$ cat config.mk
export PLATFORM = sky130hd
export DESIGN_NAME = red_pitaya_rst_clken_seq
export DESIGN_NICKNAME = d
export VERILOG_FILES = /design/src/rtl/red_pitaya_rst_clken_pkg.sv /design/src/rtl/red_pitaya_rst_clken_ch.sv /design/src/rtl/red_pitaya_rst_clken_seq.sv
export SDC_FILE = /design/constraint.sdc
export NUM_CORES = 1
export LEC_CHECK = 0
export ABC_AREA = 1
export CORE_MARGIN = 2
export CORE_UTILIZATION = 30
export DETAILED_ROUTE_END_ITERATION = 6
export PLACE_DENSITY_LB_ADDON = 0.3
export SYNTH_ARGS = -nofsm -noshare
export SYNTH_HDL_FRONTEND = slang
export SYNTH_SLANG_ARGS = --single-unit
$ cat constraint.sdc
create_clock -name clk -period 2.87 [get_ports clk]
set_input_delay 0.861 -clock clk [delete_from_list [all_inputs] [get_ports clk]]
set_output_delay 0.861 -clock clk [all_outputs]
set_load 0.02 [all_outputs]
$ cat src/rtl/red_pitaya_rst_clken_pkg.sv
// Shared types for the multi-channel reset / clock-enable sequencer.
// One state per channel: clock off, waking up, running, draining.
package red_pitaya_rst_clken_pkg;

  typedef enum logic [1:0] {OFF, WAKE, ON, DRAIN} rst_clken_st_t;

  localparam int CH_MAX = 16;

  // Wide enough for any legal channel count.
  typedef logic [CH_MAX-1:0] ch_mask_t;

endpackage

$ cat src/rtl/red_pitaya_rst_clken_ch.sv
// Single-channel reset / clock-enable FSM with wake and drain counter.
// clk_en and reset_n are a registered decode of the current state.
module red_pitaya_rst_clken_ch
  import red_pitaya_rst_clken_pkg::*;
#(
  parameter int CTR_W = 4
) (
  input  logic             clk,
  input  logic             global_rst,
  input  logic             want,
  input  logic             up_ok,
  input  logic             dn_ok,
  input  logic [CTR_W-1:0] dly_on,
  input  logic [CTR_W-1:0] dly_off,
  output logic             clk_en,
  output logic             reset_n,
  output rst_clken_st_t    state
);

  localparam logic [CTR_W-1:0] CTR_ONE = {{(CTR_W-1){1'b0}}, 1'b1};

  rst_clken_st_t    state_reg;
  logic [CTR_W-1:0] ctr_reg;

  assign state = state_reg;

  always_ff @(posedge clk) begin
    if (global_rst) begin
      state_reg <= OFF;
      ctr_reg   <= '0;
      clk_en    <= 1'b0;
      reset_n   <= 1'b0;
    end else begin
      // Both outputs decode the same state, so reset_n can never be high
      // while clk_en is low, on any path.
      clk_en  <= (state_reg != OFF);
      reset_n <= (state_reg == ON);

      case (state_reg)
        OFF: begin
          if (want && up_ok) begin
            state_reg <= WAKE;
            ctr_reg   <= dly_on;
          end
        end
        WAKE: begin
          if (!want) begin
            state_reg <= DRAIN;
            ctr_reg   <= dly_off;
          end else if (ctr_reg == '0) begin
            state_reg <= ON;
          end else begin
            ctr_reg <= ctr_reg - CTR_ONE;
          end
        end
        ON: begin
          if (!want && dn_ok) begin
            state_reg <= DRAIN;
            ctr_reg   <= dly_off;
          end
        end
        DRAIN: begin
          // Re-enable goes straight back to WAKE so clk_en never dips low.
          if (want) begin
            state_reg <= WAKE;
            ctr_reg   <= dly_on;
          end else if (ctr_reg == '0) begin
            state_reg <= OFF;
          end else begin
            ctr_reg <= ctr_reg - CTR_ONE;
          end
        end
        default: begin
          state_reg <= OFF;
          ctr_reg   <= '0;
        end
      endcase
    end
  end

endmodule

$ cat src/rtl/red_pitaya_rst_clken_seq.sv
// Multi-channel reset / clock-enable sequencer between the housekeeping
// registers and the gated DSP blocks; optional ordered power-up/down chain.
module red_pitaya_rst_clken_seq
  import red_pitaya_rst_clken_pkg::*;
#(
  parameter int CH       = 4,
  parameter int CTR_W    = 4,
  parameter int SEQ_MODE = 0
) (
  input  logic             clk,
  input  logic             global_rst,
  input  logic [CH-1:0]    enable_i,
  input  logic [CTR_W-1:0] dly_on_i,
  input  logic [CTR_W-1:0] dly_off_i,
  output logic [CH-1:0]    clk_en_o,
  output logic [CH-1:0]    reset_n_o,
  output logic [CH-1:0]    ready_o,
  output logic             busy_o
);

  logic [CH-1:0] want;
  logic [CH-1:0] up_ok;
  logic [CH-1:0] dn_ok;
  logic          want_acc;
  rst_clken_st_t st [CH];

  // In chain mode a channel only wants power while every lower channel does.
  always_comb begin
    want     = '0;
    want_acc = 1'b1;
    for (int k = 0; k < CH; k++) begin
      want_acc = (SEQ_MODE != 0) ? (want_acc & enable_i[k]) : enable_i[k];
      want[k]  = want_acc;
    end
  end

  // Clock running with reset held low means the channel is waking or draining.
  assign ready_o = clk_en_o & reset_n_o;
  assign busy_o  = |(clk_en_o & ~reset_n_o);

  genvar gi;
  generate
    for (gi = 0; gi < CH; gi++) begin : g_ch
      if (gi == 0) begin : g_up_head
        assign up_ok[gi] = 1'b1;
      end else begin : g_up_link
        assign up_ok[gi] = (SEQ_MODE == 0) || ready_o[gi-1];
      end

      if (gi == CH - 1) begin : g_dn_tail
        assign dn_ok[gi] = 1'b1;
      end else begin : g_dn_link
        assign dn_ok[gi] = (SEQ_MODE == 0) || (st[gi+1] == OFF);
      end

      red_pitaya_rst_clken_ch #(
        .CTR_W (CTR_W)
      ) u_ch (
        .clk        (clk),
        .global_rst (global_rst),
        .want       (want[gi]),
        .up_ok      (up_ok[gi]),
        .dn_ok      (dn_ok[gi]),
        .dly_on     (dly_on_i),
        .dly_off    (dly_off_i),
        .clk_en     (clk_en_o[gi]),
        .reset_n    (reset_n_o[gi]),
        .state      (st[gi])
      );
    end
  endgenerate

endmodule

=== After elaboration in Yosys (flattened, before gate mapping) ===
Index checks and enable logic that the tools add are counted.

* Add/subtract/negate cells: 4
* Bitwise operators: 3
* Eq/ne operators: 28
* Mux-type cells: 52
* Reductions and logical operators: 21

{| class="wikitable"
|+ Operator list
! kind !! number
|-
| two-way mux 4 bit || 20
|-
| one-hot mux 4 bit (4 select lines) || 4
|-
| two-way mux 2 bit || 24
|-
| one-hot mux 2 bit (4 select lines) || 4
|-
| != test 3 x 2 -> 1 bit, second input constant || 8
|-
| equality test 2 bit, second input constant || 8
|-
| logical NOT 4 bit || 4
|-
| != test 2 bit, second input constant || 8
|-
| AND reduction 4 bit || 4
|-
| subtractor 4 x 1 -> 4 bit, second input constant || 4
|-
| bitwise AND 4 bit || 2
|-
| equality test 2 x 1 -> 1 bit, second input constant || 4
|-
| logical NOT 2 bit || 4
|-
| AND reduction 2 bit || 4
|-
| nonzero test 2 bit || 4
|-
| NOT 4 bit || 1
|-
| OR reduction 4 bit || 1
|}

* Register bits: 32
* Output and inout bits: 13
* Logic and storage cells: 124

=== Logic depth before layout (Yosys ltp) ===
* Word-level depth: 4
* Depth in mapped cells: 10

=== Hierarchy ===
Synthesis repeated with hierarchy kept, for this count alone.

* Cells, all modules: 386
* Area, all modules: 2,487.4 um^2

{| class="wikitable"
|+ By module, submodules not included
! module !! area each (um^2) !! cells an instance !! instances
|-
| red_pitaya_rst_clken_ch (g_ch[0].u_ch ...) || 600.6 || 91 || 3
|-
| red_pitaya_rst_clken_ch (g_ch[3].u_ch) || 603.1 || 91 || 1
|-
| red_pitaya_rst_clken_seq || 82.6 || 22 || 1
|}

=== Worst setup path before layout ===
OpenSTA, ideal clock, no wires.

* Path kind: reg2out
* From: register g_ch[1].u_ch.clk_en
* To: output busy_o
* Required time: 2.009 ns
* Stages on the path, launching flop included: 3
* Arrival time: 0.835 ns
* Path slack: 1.174 ns
* Path through: dfxtp_1 inv_1 o21ai_0

* Longest elaborated chain between the ends: 2

{| class="wikitable"
|+ Ends and longest elaborated chain
! what !! RTL line !! text
|-
| from (decl) || red_pitaya_rst_clken_ch.sv:15 || <nowiki>output logic clk_en,</nowiki>
|-
| from (signal assigned) || red_pitaya_rst_clken_ch.sv:36 || <nowiki>clk_en <= (state_reg != OFF);</nowiki>
|-
| bitwise AND 4 bit || red_pitaya_rst_clken_seq.sv:39 || <nowiki>assign busy_o = |(clk_en_o & ~reset_n_o);</nowiki>
|-
| OR reduction 4 bit || red_pitaya_rst_clken_seq.sv:39 ||
|-
| to (decl) || red_pitaya_rst_clken_seq.sv:18 || <nowiki>output logic busy_o</nowiki>
|}

No other way between the ends.

=== Final worst setup path ===
* From: register g_ch[0].u_ch.clk_en
* To: output busy_o

* Longest elaborated chain between the ends: 2

{| class="wikitable"
|+ Ends and longest elaborated chain
! what !! RTL line
|-
| from (decl) || red_pitaya_rst_clken_ch.sv:15
|-
| from (signal assigned) || red_pitaya_rst_clken_ch.sv:36
|-
| bitwise AND 4 bit || red_pitaya_rst_clken_seq.sv:39
|-
| OR reduction 4 bit || red_pitaya_rst_clken_seq.sv:39
|}

No other way between the ends.

==> qor.csv <==
metric,value,unit
fin_crit,2460,ps
grt_pass1_wl,9350,µm
power_frac_seq,27.7,%
worst_slew_pin_slew,364,ps
slowest_delay,620,ps
grt_max_degree,25,
largest_register_ffs,16,
r2r-start,g_ch[3].u_ch.state[0],
remaining_drc_errors,0,
grt_use_total,13.6,%
gp_congestion,0.799,
rsz0062_at_grt,false,
antenna_found_initial,0,
power_leakage,1.26,nW
area_delta_synth_final,17.1,%
insertion_delay,280,ps
io_pins,27,
hold_class,flip-flop to flip-flop,
dieHeight,92.5,µm
clk_pin_slew,70,ps
reg2reg_to,g_ch[3].u_ch.state[1],
r2r_cells,6,
final.setup_skew,8.59,ps
vias,2132,
endpoint_kind,output pin,
cp_max_fo,3,
min_from,g_ch[2].u_ch.ctr_reg[3],
die_x,92.5,µm
routed_wl,5270,µm
r2r_setup_slack,1410,ps
async_reset_ff_share,0,%
worst-endpoint-arrival,1600,ps
synth_edf_count,0,
ys.flop_type,dfxtp_1,
tns,0,ps
drtIter0Drc,71,
status,"complete, no violations",
cts_tree,yes,
dr.pass1.iters,6,
drive_gt1_share,11.5,%
ctsResizeCount,0,
fin_crit_sh,85.7,%
p_int,1.49,mW
synth_nets,388,
ir_drop,0.179,mV
post_drt_wl_per_cell,11.1,µm
cp_slowest_cell,clkdlybuf4s50_1,
yosysMostFrequentCell,nand2_1,
viasPerCell,4.49,
power_switching,1.42,mW
cts_root_buffer,clkbuf_8,
maxSlewViolCount,0,
cp_top_family,buffers and inverters,
num_antenna_cells,0,
finalPower,2.91,mW
share_comb_of_total_power,59.7,%
numCtsBuffers,5,
cellPowerDensity,1060,mW/mm²
synth_area_leaders,"dfxtp_1 (27%), nand2_1 (13%), ha_1 (13%)",
synth_common_cells,"nand2_1 (81), inv_1 (43), a21oi_1 (41)",
ctsLongestPathBuffers,2,
holdPathEnd,g_ch[2].u_ch.ctr_reg[3],
place_area,0.00266,mm²
hold_violations,0,
yosysUniqueCellTypes,31,
startpoint_type,flip-flop,
cts_setup_buffers,0,
core-area,0.00765,mm²
fin_area,0.00275,mm²
dieArea,0.00856,mm²
clkSinkCount,32,
whs_path_depth,2,
overflow,0,
grt_pass1_vias,2009,
required,2010,ps
syn_inst,350,
postSynthAreaPerCell,6.72,µm²
p_sw_share,48.8,%
dp_hpwl,4090,µm
fmax,407,MHz
cp_cell_sequence,"inv_1, o22ai_1, a21oi_1, o21ai_0, clkdlybuf4s50_1",
relSlewSlack,75.7,%
ys_seq_elements,32,
synth_top_area_share,27.2,%
crit_buf_inv,2,
drtAntennaViolNets,0,
hold_slack,559,ps
ys_seq_area_share,27.2,%
h-tree-depth,2,
place.port_buffers,26,
max-cap-violations,0,
start_util,30.7,%
synth_top_area_cell,dfxtp_1,
yosys_warnings,0,
layout.nets,410,
holdBufCountCts,0,
setup_violations,0,
power_frac_clock,12.6,%
path_class,flip-flop to output pin,
rows,32,
synth_area,0.00235,mm²
==> final cells by class <==
cell class	count	area, µm²
clock buffers	6	82.6
fillers	810	4890
inverters	63	240
flip-flops and latches	32	641
multi-input cells	244	1390
clock inverters	2	10.0
well taps	102	128
repair buffers	26	260
==> power groups by stage <==
stage	registers [mW]	logic (mW)	clock network [mW]
floorplan	0.767	1.40	0
global placement	0.811	1.71	0
detailed placement	0.812	1.72	0
CTS	0.804	1.73	0.375
global route	0.834	2.00	0.393
finish	0.805	1.73	0.367
==> cell families after synthesis <==
family                     count (synthesis)  synth area share (%)
and+or+nand+nor                          128                  23.9
buffers and inverters                     74                  13.5
AOI/OAI and AO/OA                         88                  21.0
xor gates and xnor gates                   4                  1.49
adders and majority gates                 24                  12.8
DFF                                       32                  27.2
==> routing by layer <==
| metal | vias up | wire length (µm) | track usage, % |
|---|---|---|---|
| li1 | 1157 | - | - |
| met1 | 919 | 2560 | 17.6 |
| met2 | 49 | 2420 | 22.7 |
| met3 | 7 | 206 | 2.69 |
| met4 | 0 | 78 | 4.10 |
| met5 | - | 0 | 0 |
==> layout by cell type (no fill, tap or decap), drive strengths merged <==
cell type      count
ha                24
clkinv             8
nand3             19
dfxtp             32
nand3b             1
clkdlybuf4s50     26
or2                2
inv               57
nand4              4
a21oi             43
a211oi             1
xnor2              3
o21bai             2
o22ai              1
o21ai             41
xor2               1
clkbuf             6
nor2              15
nand2             87
==> worst reg2reg max path: stages, from the launching register on <==
cell	delay [ps]
dfxtp_1	360
inv_1	100
ha_1	250
o21ai_2	280
nand2_1	160
o21ai_1	140
a21oi_1	60
==> metrics by stage <==
stage	setup WS, ps	std cells	utilization (%)
after floorplan	1170	350	-
after global placement	678	467	34.8
after detailed placement	678	467	34.8
after CTS	369	475	36.0
after global routing	291	475	36.0
final	411	475	36.0
==> worst max-delay path by stage <==
stage	start	to	slack, ps	cells after the start
finish	g_ch[0].u_ch.clk_en	busy_o	410	5
global route	g_ch[0].u_ch.clk_en	busy_o	290	5
CTS	g_ch[0].u_ch.clk_en	busy_o	370	5
detailed placement	g_ch[0].u_ch.clk_en	busy_o	680	5
global placement	enable_i[2]	g_ch[2].u_ch.state[0]	680	7
floorplan	g_ch[1].u_ch.clk_en	busy_o	1170	2
Note: power is estimated with default switching activity, not from simulation.
